===== src/rtl/cpu_ctrl_pkg.sv =====
// Shared encodings for the multicycle RV32I controller: FSM states, opcodes,
// ALU operation codes and the latched decode record.
package cpu_ctrl_pkg;

    typedef enum logic [2:0] {
        S_IF  = 3'd0,
        S_ID  = 3'd1,
        S_EX  = 3'd2,
        S_MEM = 3'd3,
        S_WB  = 3'd4
    } state_t;

    localparam logic [6:0] OP_R   = 7'b0110011;
    localparam logic [6:0] OP_I   = 7'b0010011;
    localparam logic [6:0] OP_LW  = 7'b0000011;
    localparam logic [6:0] OP_SW  = 7'b0100011;
    localparam logic [6:0] OP_BEQ = 7'b1100011;

    localparam logic [3:0] ALU_AND  = 4'b0000;
    localparam logic [3:0] ALU_OR   = 4'b0001;
    localparam logic [3:0] ALU_ADD  = 4'b0010;
    localparam logic [3:0] ALU_SUB  = 4'b0110;
    localparam logic [3:0] ALU_SLT  = 4'b0111;
    localparam logic [3:0] ALU_SRL  = 4'b1000;
    localparam logic [3:0] ALU_SLL  = 4'b1001;
    localparam logic [3:0] ALU_SRA  = 4'b1010;
    localparam logic [3:0] ALU_SLTU = 4'b1011;
    localparam logic [3:0] ALU_XOR  = 4'b1101;

    typedef enum logic [2:0] {
        CLS_ILL = 3'd0,
        CLS_R   = 3'd1,
        CLS_I   = 3'd2,
        CLS_LW  = 3'd3,
        CLS_SW  = 3'd4,
        CLS_BEQ = 3'd5
    } instr_class_t;

    typedef struct packed {
        instr_class_t cls;
        logic [3:0]   alu_ctrl;
        logic         alu_src;
        logic         mem_to_reg;
    } decode_t;

    // Any encoding the ALU decoder rejects collapses to the illegal class.
    function automatic instr_class_t classify(input logic [6:0] opcode, input logic legal);
        instr_class_t c;
        if (!legal) begin
            c = CLS_ILL;
        end else begin
            case (opcode)
                OP_R:    c = CLS_R;
                OP_I:    c = CLS_I;
                OP_LW:   c = CLS_LW;
                OP_SW:   c = CLS_SW;
                OP_BEQ:  c = CLS_BEQ;
                default: c = CLS_ILL;
            endcase
        end
        return c;
    endfunction

endpackage


===== src/rtl/alu_decoder.sv =====
// Combinational instruction decoder: opcode/funct3/funct7 to ALU operation
// code plus a legality flag for the supported RV32I subset.
module alu_decoder
    import cpu_ctrl_pkg::*;
(
    input  logic [6:0] opcode,
    input  logic [2:0] funct3,
    input  logic [6:0] funct7,
    output logic [3:0] alu_ctrl,
    output logic       legal
);

    // Operation select and legality check.
    always_comb begin
        alu_ctrl = ALU_ADD;
        legal    = 1'b0;
        case (opcode)
            OP_R: begin
                if (funct7 == 7'b0000000) begin
                    legal = 1'b1;
                    case (funct3)
                        3'b000:  alu_ctrl = ALU_ADD;
                        3'b001:  alu_ctrl = ALU_SLL;
                        3'b010:  alu_ctrl = ALU_SLT;
                        3'b011:  alu_ctrl = ALU_SLTU;
                        3'b100:  alu_ctrl = ALU_XOR;
                        3'b101:  alu_ctrl = ALU_SRL;
                        3'b110:  alu_ctrl = ALU_OR;
                        3'b111:  alu_ctrl = ALU_AND;
                        default: legal    = 1'b0;
                    endcase
                end else if (funct7 == 7'b0100000) begin
                    case (funct3)
                        3'b000:  begin alu_ctrl = ALU_SUB; legal = 1'b1; end
                        3'b101:  begin alu_ctrl = ALU_SRA; legal = 1'b1; end
                        default: legal = 1'b0;
                    endcase
                end else begin
                    legal = 1'b0;
                end
            end
            OP_I: begin
                case (funct3)
                    3'b000: begin alu_ctrl = ALU_ADD; legal = 1'b1; end
                    3'b010: begin alu_ctrl = ALU_SLT; legal = 1'b1; end
                    3'b100: begin alu_ctrl = ALU_XOR; legal = 1'b1; end
                    3'b110: begin alu_ctrl = ALU_OR;  legal = 1'b1; end
                    3'b111: begin alu_ctrl = ALU_AND; legal = 1'b1; end
                    3'b001: begin alu_ctrl = ALU_SLL; legal = (funct7 == 7'b0000000); end
                    3'b101: begin
                        if (funct7 == 7'b0000000) begin
                            alu_ctrl = ALU_SRL;
                            legal    = 1'b1;
                        end else if (funct7 == 7'b0100000) begin
                            alu_ctrl = ALU_SRA;
                            legal    = 1'b1;
                        end else begin
                            legal    = 1'b0;
                        end
                    end
                    default: legal = 1'b0;
                endcase
            end
            OP_LW:   legal = (funct3 == 3'b010);
            OP_SW:   legal = (funct3 == 3'b010);
            OP_BEQ:  begin alu_ctrl = ALU_SUB; legal = (funct3 == 3'b000); end
            default: legal = 1'b0;
        endcase
    end

endmodule


===== src/rtl/multicycle_ctrl.sv =====
// Multicycle control FSM for the RV32I datapath (IF->ID->EX->[MEM]->WB).
// Optional PERF_CNT_EN adds cycle_cnt/instret_cnt performance counters.
module multicycle_ctrl
    import cpu_ctrl_pkg::*;
#(
    parameter int MEM_TIMEOUT = 16
) (
    input  logic        clk,
    input  logic        rst,
    input  logic [31:0] instr,
    input  logic        zero,
    input  logic        dmem_ready,
    output logic        PCSrc,
    output logic        ALUSrc,
    output logic        RegWrite,
    output logic        MemToReg,
    output logic [3:0]  ALUCtrl,
    output logic        loadPC,
    output logic        MemRead,
    output logic        MemWrite,
    output logic [2:0]  state,
    output logic        illegal_instr,
    output logic        mem_timeout
`ifdef PERF_CNT_EN
    ,
    output logic [31:0] cycle_cnt,
    output logic [31:0] instret_cnt
`endif
);

    localparam int CW = (MEM_TIMEOUT > 0) ? $clog2(MEM_TIMEOUT + 1) : 1;

    state_t        state_r, state_nxt_s;
    decode_t       dec_r, dec_now_s, dec_s;
    instr_class_t  cls_now_s;
    logic [3:0]    dec_alu_s;
    logic          dec_legal_s;
    logic [CW-1:0] wait_cnt_r, wait_cnt_nxt_s;
    logic          tmo_s;
    logic          pcsrc_nxt_s, alusrc_nxt_s, regwrite_nxt_s, memtoreg_nxt_s;
    logic          loadpc_nxt_s, memread_nxt_s, memwrite_nxt_s, illegal_nxt_s, tmo_nxt_s;
    logic [3:0]    aluctrl_nxt_s;
    logic          unused_instr_s;

    alu_decoder u_alu_decoder (
        .opcode   (instr[6:0]),
        .funct3   (instr[14:12]),
        .funct7   (instr[31:25]),
        .alu_ctrl (dec_alu_s),
        .legal    (dec_legal_s)
    );

    assign unused_instr_s = ^{instr[24:15], instr[11:7]};
    assign cls_now_s      = classify(instr[6:0], dec_legal_s);
    assign state          = state_r;

    // Fresh decode of the current instruction word.
    always_comb begin
        dec_now_s.cls        = cls_now_s;
        dec_now_s.alu_ctrl   = dec_alu_s;
        dec_now_s.alu_src    = (cls_now_s == CLS_I) || (cls_now_s == CLS_LW) || (cls_now_s == CLS_SW);
        dec_now_s.mem_to_reg = (cls_now_s == CLS_LW);
    end

    // Outputs for EX are registered at the end of ID, before dec_r is loaded.
    always_comb begin
        if (state_r == S_ID) begin
            dec_s = dec_now_s;
        end else begin
            dec_s = dec_r;
        end
    end

    // Next-state logic and MEM wait/timeout tracking.
    always_comb begin
        state_nxt_s    = state_r;
        wait_cnt_nxt_s = {CW{1'b0}};
        tmo_s          = 1'b0;
        case (state_r)
            S_IF: state_nxt_s = S_ID;
            S_ID: state_nxt_s = S_EX;
            S_EX: begin
                if ((dec_r.cls == CLS_LW) || (dec_r.cls == CLS_SW)) begin
                    state_nxt_s = S_MEM;
                end else begin
                    state_nxt_s = S_WB;
                end
            end
            S_MEM: begin
                // Ready on the final allowed cycle still completes normally.
                if (dmem_ready) begin
                    state_nxt_s = S_WB;
                end else if ((MEM_TIMEOUT != 0) && (wait_cnt_r == CW'(MEM_TIMEOUT - 1))) begin
                    state_nxt_s = S_WB;
                    tmo_s       = 1'b1;
                end else begin
                    wait_cnt_nxt_s = wait_cnt_r + CW'(1);
                end
            end
            S_WB:    state_nxt_s = S_IF;
            default: state_nxt_s = S_IF;
        endcase
    end

    // Output values for the state about to be entered.
    always_comb begin
        pcsrc_nxt_s    = 1'b0;
        alusrc_nxt_s   = 1'b0;
        regwrite_nxt_s = 1'b0;
        memtoreg_nxt_s = 1'b0;
        aluctrl_nxt_s  = ALU_ADD;
        loadpc_nxt_s   = 1'b0;
        memread_nxt_s  = 1'b0;
        memwrite_nxt_s = 1'b0;
        illegal_nxt_s  = 1'b0;
        tmo_nxt_s      = 1'b0;
        case (state_nxt_s)
            S_EX: begin
                aluctrl_nxt_s = dec_s.alu_ctrl;
                alusrc_nxt_s  = dec_s.alu_src;
                illegal_nxt_s = (dec_s.cls == CLS_ILL);
            end
            S_MEM: begin
                aluctrl_nxt_s  = dec_s.alu_ctrl;
                alusrc_nxt_s   = dec_s.alu_src;
                memread_nxt_s  = (dec_s.cls == CLS_LW);
                memwrite_nxt_s = (dec_s.cls == CLS_SW);
            end
            S_WB: begin
                // zero is only meaningful here when arriving straight from EX.
                aluctrl_nxt_s  = dec_s.alu_ctrl;
                alusrc_nxt_s   = dec_s.alu_src;
                loadpc_nxt_s   = 1'b1;
                pcsrc_nxt_s    = (dec_s.cls == CLS_BEQ) && (state_r == S_EX) && zero;
                regwrite_nxt_s = (dec_s.cls inside {CLS_R, CLS_I, CLS_LW}) && !tmo_s;
                memtoreg_nxt_s = dec_s.mem_to_reg;
                tmo_nxt_s      = tmo_s;
            end
            default: begin
                aluctrl_nxt_s = ALU_ADD;
            end
        endcase
    end

    // State, latched decode, wait counter and registered outputs.
    always_ff @(posedge clk) begin
        if (rst) begin
            state_r       <= S_IF;
            dec_r         <= '{cls: CLS_ILL, alu_ctrl: ALU_ADD, alu_src: 1'b0, mem_to_reg: 1'b0};
            wait_cnt_r    <= {CW{1'b0}};
            PCSrc         <= 1'b0;
            ALUSrc        <= 1'b0;
            RegWrite      <= 1'b0;
            MemToReg      <= 1'b0;
            ALUCtrl       <= ALU_ADD;
            loadPC        <= 1'b0;
            MemRead       <= 1'b0;
            MemWrite      <= 1'b0;
            illegal_instr <= 1'b0;
            mem_timeout   <= 1'b0;
        end else begin
            state_r <= state_nxt_s;
            if (state_r == S_ID) begin
                dec_r <= dec_now_s;
            end else begin
                dec_r <= dec_r;
            end
            wait_cnt_r    <= wait_cnt_nxt_s;
            PCSrc         <= pcsrc_nxt_s;
            ALUSrc        <= alusrc_nxt_s;
            RegWrite      <= regwrite_nxt_s;
            MemToReg      <= memtoreg_nxt_s;
            ALUCtrl       <= aluctrl_nxt_s;
            loadPC        <= loadpc_nxt_s;
            MemRead       <= memread_nxt_s;
            MemWrite      <= memwrite_nxt_s;
            illegal_instr <= illegal_nxt_s;
            mem_timeout   <= tmo_nxt_s;
        end
    end

`ifdef PERF_CNT_EN
    // Free-running cycle counter and retired-instruction counter.
    always_ff @(posedge clk) begin
        if (rst) begin
            cycle_cnt   <= 32'd0;
            instret_cnt <= 32'd0;
        end else begin
            cycle_cnt <= cycle_cnt + 32'd1;
            if (state_r == S_WB) begin
                instret_cnt <= instret_cnt + 32'd1;
            end else begin
                instret_cnt <= instret_cnt;
            end
        end
    end
`endif

endmodule


===== config.mk =====
export PLATFORM = sky130hd
export DESIGN_NAME = multicycle_ctrl
export DESIGN_NICKNAME = d
export VERILOG_FILES = /design/src/rtl/cpu_ctrl_pkg.sv /design/src/rtl/alu_decoder.sv /design/src/rtl/multicycle_ctrl.sv
export SDC_FILE = /design/constraint.sdc
export NUM_CORES = 1
export LEC_CHECK = 0
export ABC_CLOCK_PERIOD_IN_PS = 3450
export BUFFER_PORTS_ARGS = -buffer_cell sky130_fd_sc_hd__buf_2
export CELL_PAD_IN_SITES_DETAIL_PLACEMENT = 1
export CELL_PAD_IN_SITES_GLOBAL_PLACEMENT = 1
export CORE_UTILIZATION = 39
export DETAILED_ROUTE_END_ITERATION = 10
export GPL_TIMING_DRIVEN = 0
export HOLD_SLACK_MARGIN = 0.12
export PLACE_DENSITY_LB_ADDON = 0.1
export SLEW_MARGIN = 20
export SYNTH_ARGS = -nofsm -noshare
export SYNTH_HDL_FRONTEND = slang
export SYNTH_SLANG_ARGS = --single-unit

===== constraint.sdc =====
create_clock -name clk -period 3.45 [get_ports clk]
set_clock_uncertainty 0.05 [all_clocks]
set_input_delay 0 -clock clk [delete_from_list [all_inputs] [get_ports clk]]
set_output_delay 0 -clock clk [all_outputs]
set_load 0.01 [all_outputs]

==> flow_summary.toml <==
[synth]
synth_area_leaders = "dfxtp_1 40%, nor2_1 4.7%, nor3b_1 3.5%"
ys_warn_count = 0
list_of_most_frequent_post_synthesis_cells = "30 x dfxtp_1, 19 x nor2_1"
post_synth_inst_count = 168
yosys.area_share.xor_xnor_pct = 3.47
synth.most_common_cell = "dfxtp_1"
proportion_of_synthesized_chip_area_in_sequential_cells_pct = 39.7
yosys.area.top_type = "dfxtp_1"
synthesis.nets = 206
synth.distinct_cells = 48
synth-seq-cells = 30
main_combinational_cell_family_by_area_after_synthesis = "simple AND/OR/NAND/NOR gates"
synth_enable_flop_cells = 0
yosys-mux-area-fraction_pct = 0.661
post_synth_instance_area_um2 = 1510
synth_top_area_share_pct = 39.7
syn-mean-instance-area_um2 = 9.01
synthSimpleGateAreaFrac_pct = 31.7
synth_compound_gate_area_share_pct = 17.9
postSynth.asyncResetShare_pct = 0
post_synth_fa_ha_maj_area_fraction_pct = 1.65
synth_top_flop_cell = "dfxtp_1"

[place]
numPortBuffers = 32
hpwlAfterDp_mm = 2.82
gp_congestion = 0.813

[grt]
largest_net_degree_at_the_start_of_global_routing = 11
antenna_found_initial = 0
globalRouteMet1Util_pct = 24.2
grt_remaining_overflow = 0
gr-usage-met2_pct = 33.6
vias_in_the_first_global_route = 1336
grt_first_pass_wirelength_mm = 6.29
global_route.usage.met3_pct = 5.54
grt.total_usage_pct = 20.0
global_route_layer_with_the_greatest_usage = "met2"

[die]
core.rowCount = 22
ios = 52
design.die.area_um2 = 4140
dieWidth_um = 64.3
dieHeight_um = 64.3
initial_core_util_pct = 41.0
design.core.area_um2 = 3690

[hold_path]
hp-class = "in -> reg"
min_delay_worst_endpoint = "dec_r[0]"
hold_path_startpoint = "instr[5]"
whs_path_depth = 4

[timing]
slew_viol_final = 0
timing.setup.tns_ns = 0
layout_worst_path_cycle_share_pct = 62.2
setup_viol_count_final = 0
worst_slew_pin_slew_ns = 0.832
maxClockFrequency_ghz = 0.466
rsz0062_at_grt = "no"
min_period_ns = 2.15
relSlewSlack_pct = 44.1
hold_viol_final = 0

[finish]
insertedDiodeCount = 0
fin_nets = 250
fillCellCount = 460
post_route_cells_drive_above_1_share_pct = 27.2
area_growth_pct = 24.1

[clocking]
cts-buffers-inserted = 5
cts.sink_count = 30
clock_insertion_delay_worst_skew_ns = 0.28
clock_slew_seen_by_the_registers_of_the_worst_setup_and_hold_paths_ns = 0.06
cts_max_level = 2
cts.root.buffer_cell = "clkbuf_8"
post_cts.repair.setup_buffers = 0
clk_path_buf_depth = 2
cts_tree = "yes"

[critical_path]
required_time_at_the_worst_slack_endpoint_ns = 3.60
rr_endpoint = "PCSrc"
cp_max_fo = 8
cp-end-kind = "flip-flop"
timing.setup.critical_path_class = "reg -> reg"
ff2ff_path_depth = 6
regToRegStartpoint = "state[0]"
ff2ff_setup_slack_ns = 1.30
worst-endpoint-arrival_ns = 2.30
worst_setup_path_start_kind = "flip-flop"

[pwr]
peakVddDrop_mv = 0.337
post-layout-total-power_mw = 0.872
power_per_cell_area_nw_per_um2 = 464
p_leak_nw = 0.788

[routing]
drc = 0
drt-vias-per-instance = 5.28
antenna_left = 0
drt-initial-drc-count = 39
via_count = 1377
routed_wl_mm = 3.70
drtPass1Iterations = 4
wl_per_cell_um = 14.2

[run]
drv.max_cap_violation_count = 0

[run_status]
outcome = "completed"
-- critical path, cell delays in order (launching register included) --
cell     delay (ns)
dfxtp_1        0.44
nor2_1         0.09
nor3_1         0.65
nand3_1        0.34
inv_1          0.17
nand4_1        0.12
nor3b_1        0.21
-- report_power, final --
group          total [mW]  leakage [nW]  internal [mW]  switching (mW)
Combinational       0.203         0.498         0.0796           0.123
Clock               0.288        0.0472          0.160           0.128
Sequential          0.382         0.243          0.366          0.0162
Total               0.872         0.788          0.605           0.267
-- per-stage QoR --
stage          worst slack (ns)  instances  utilization [%]  hold slack (ns)  area, um^2
3_3_place_gp               1.38        248             47.0            0.206        1730
4_1_cts                    1.30        261             50.9            0.154        1880
3_5_place_dp               1.31        248             47.0            0.217        1730
5_1_grt                    1.11        261             50.9            0.200        1880
2_1_floorplan              1.74        168                -           0.0214        1510
6_report                   1.30        261             50.9            0.168        1880
-- worst max-delay path by stage --
stage | from | to | slack [ns] | depth (start not counted)
after floorplan | state[0] | illegal_instr | 1.74 | 4
after global placement | state[0] | PCSrc | 1.38 | 6
after detailed placement | state[0] | PCSrc | 1.31 | 6
after CTS | state[0] | PCSrc | 1.30 | 6
after global routing | state[0] | PCSrc | 1.11 | 6
final | state[0] | PCSrc | 1.30 | 6
-- registers in the layout, summed over array words and instances (netlist names) --
name,cells
ALUCtrl,4
ALUSrc,1
MemRead,1
MemToReg,1
MemWrite,1
PCSrc,1
RegWrite,1
dec_r,9
illegal_instr,1
loadPC,1
mem_timeout,1
state,3
wait_cnt_r,5
-- cell type report --
cell class	instances	area [um^2]	area share, %
timing repair buffer	37	210	11.2
buffer	8	40.0	2.13
tap	48	60.1	3.20
clock buffer	6	82.6	4.39
sequential	30	601	32.0
inverter	9	33.8	1.80
clock inverter	2	12.5	0.666
multi-input combinational	121	840	44.7
-- logic make-up (layout without fill, tap and decap cells) --
group | after synthesis | count (layout)
xor gates and xnor gates | 6 | 6
buffers and inverters | 17 | 62
and+or+nand+nor | 80 | 80
adders and majority gates | 2 | 2
muxes | 1 | 1
AOI/OAI and AO/OA | 32 | 32
DFF | 30 | 30
-- layer usage --
metal,vias to the layer above,part of all wire (%)
li1,688,-
met5,-,0
met4,0,1.5
met3,8,3.9
met2,25,48
met1,656,46
-- timing repair --
item / 4_1_cts / 5_1_grt
setup endpoints to repair: 0 / 0
hold endpoints to repair: 11 / 0
hold buffers: 5 / 0
resized for setup: 0 / 0
-- placed cells by master (no fill, tap or decap), drive strengths merged, types with 4 or more instances in the layout --
| cell type | count |
|---|---|
| a21oi | 9 |
| buf | 38 |
| clkbuf | 8 |
| dfxtp | 30 |
| dlygate4sd3 | 5 |
| inv | 9 |
| nand2 | 10 |
| nand3 | 5 |
| nor2 | 20 |
| nor2b | 5 |
| nor3 | 9 |
| nor3b | 8 |
| o31ai | 4 |
(Power assumes the default switching activity.)
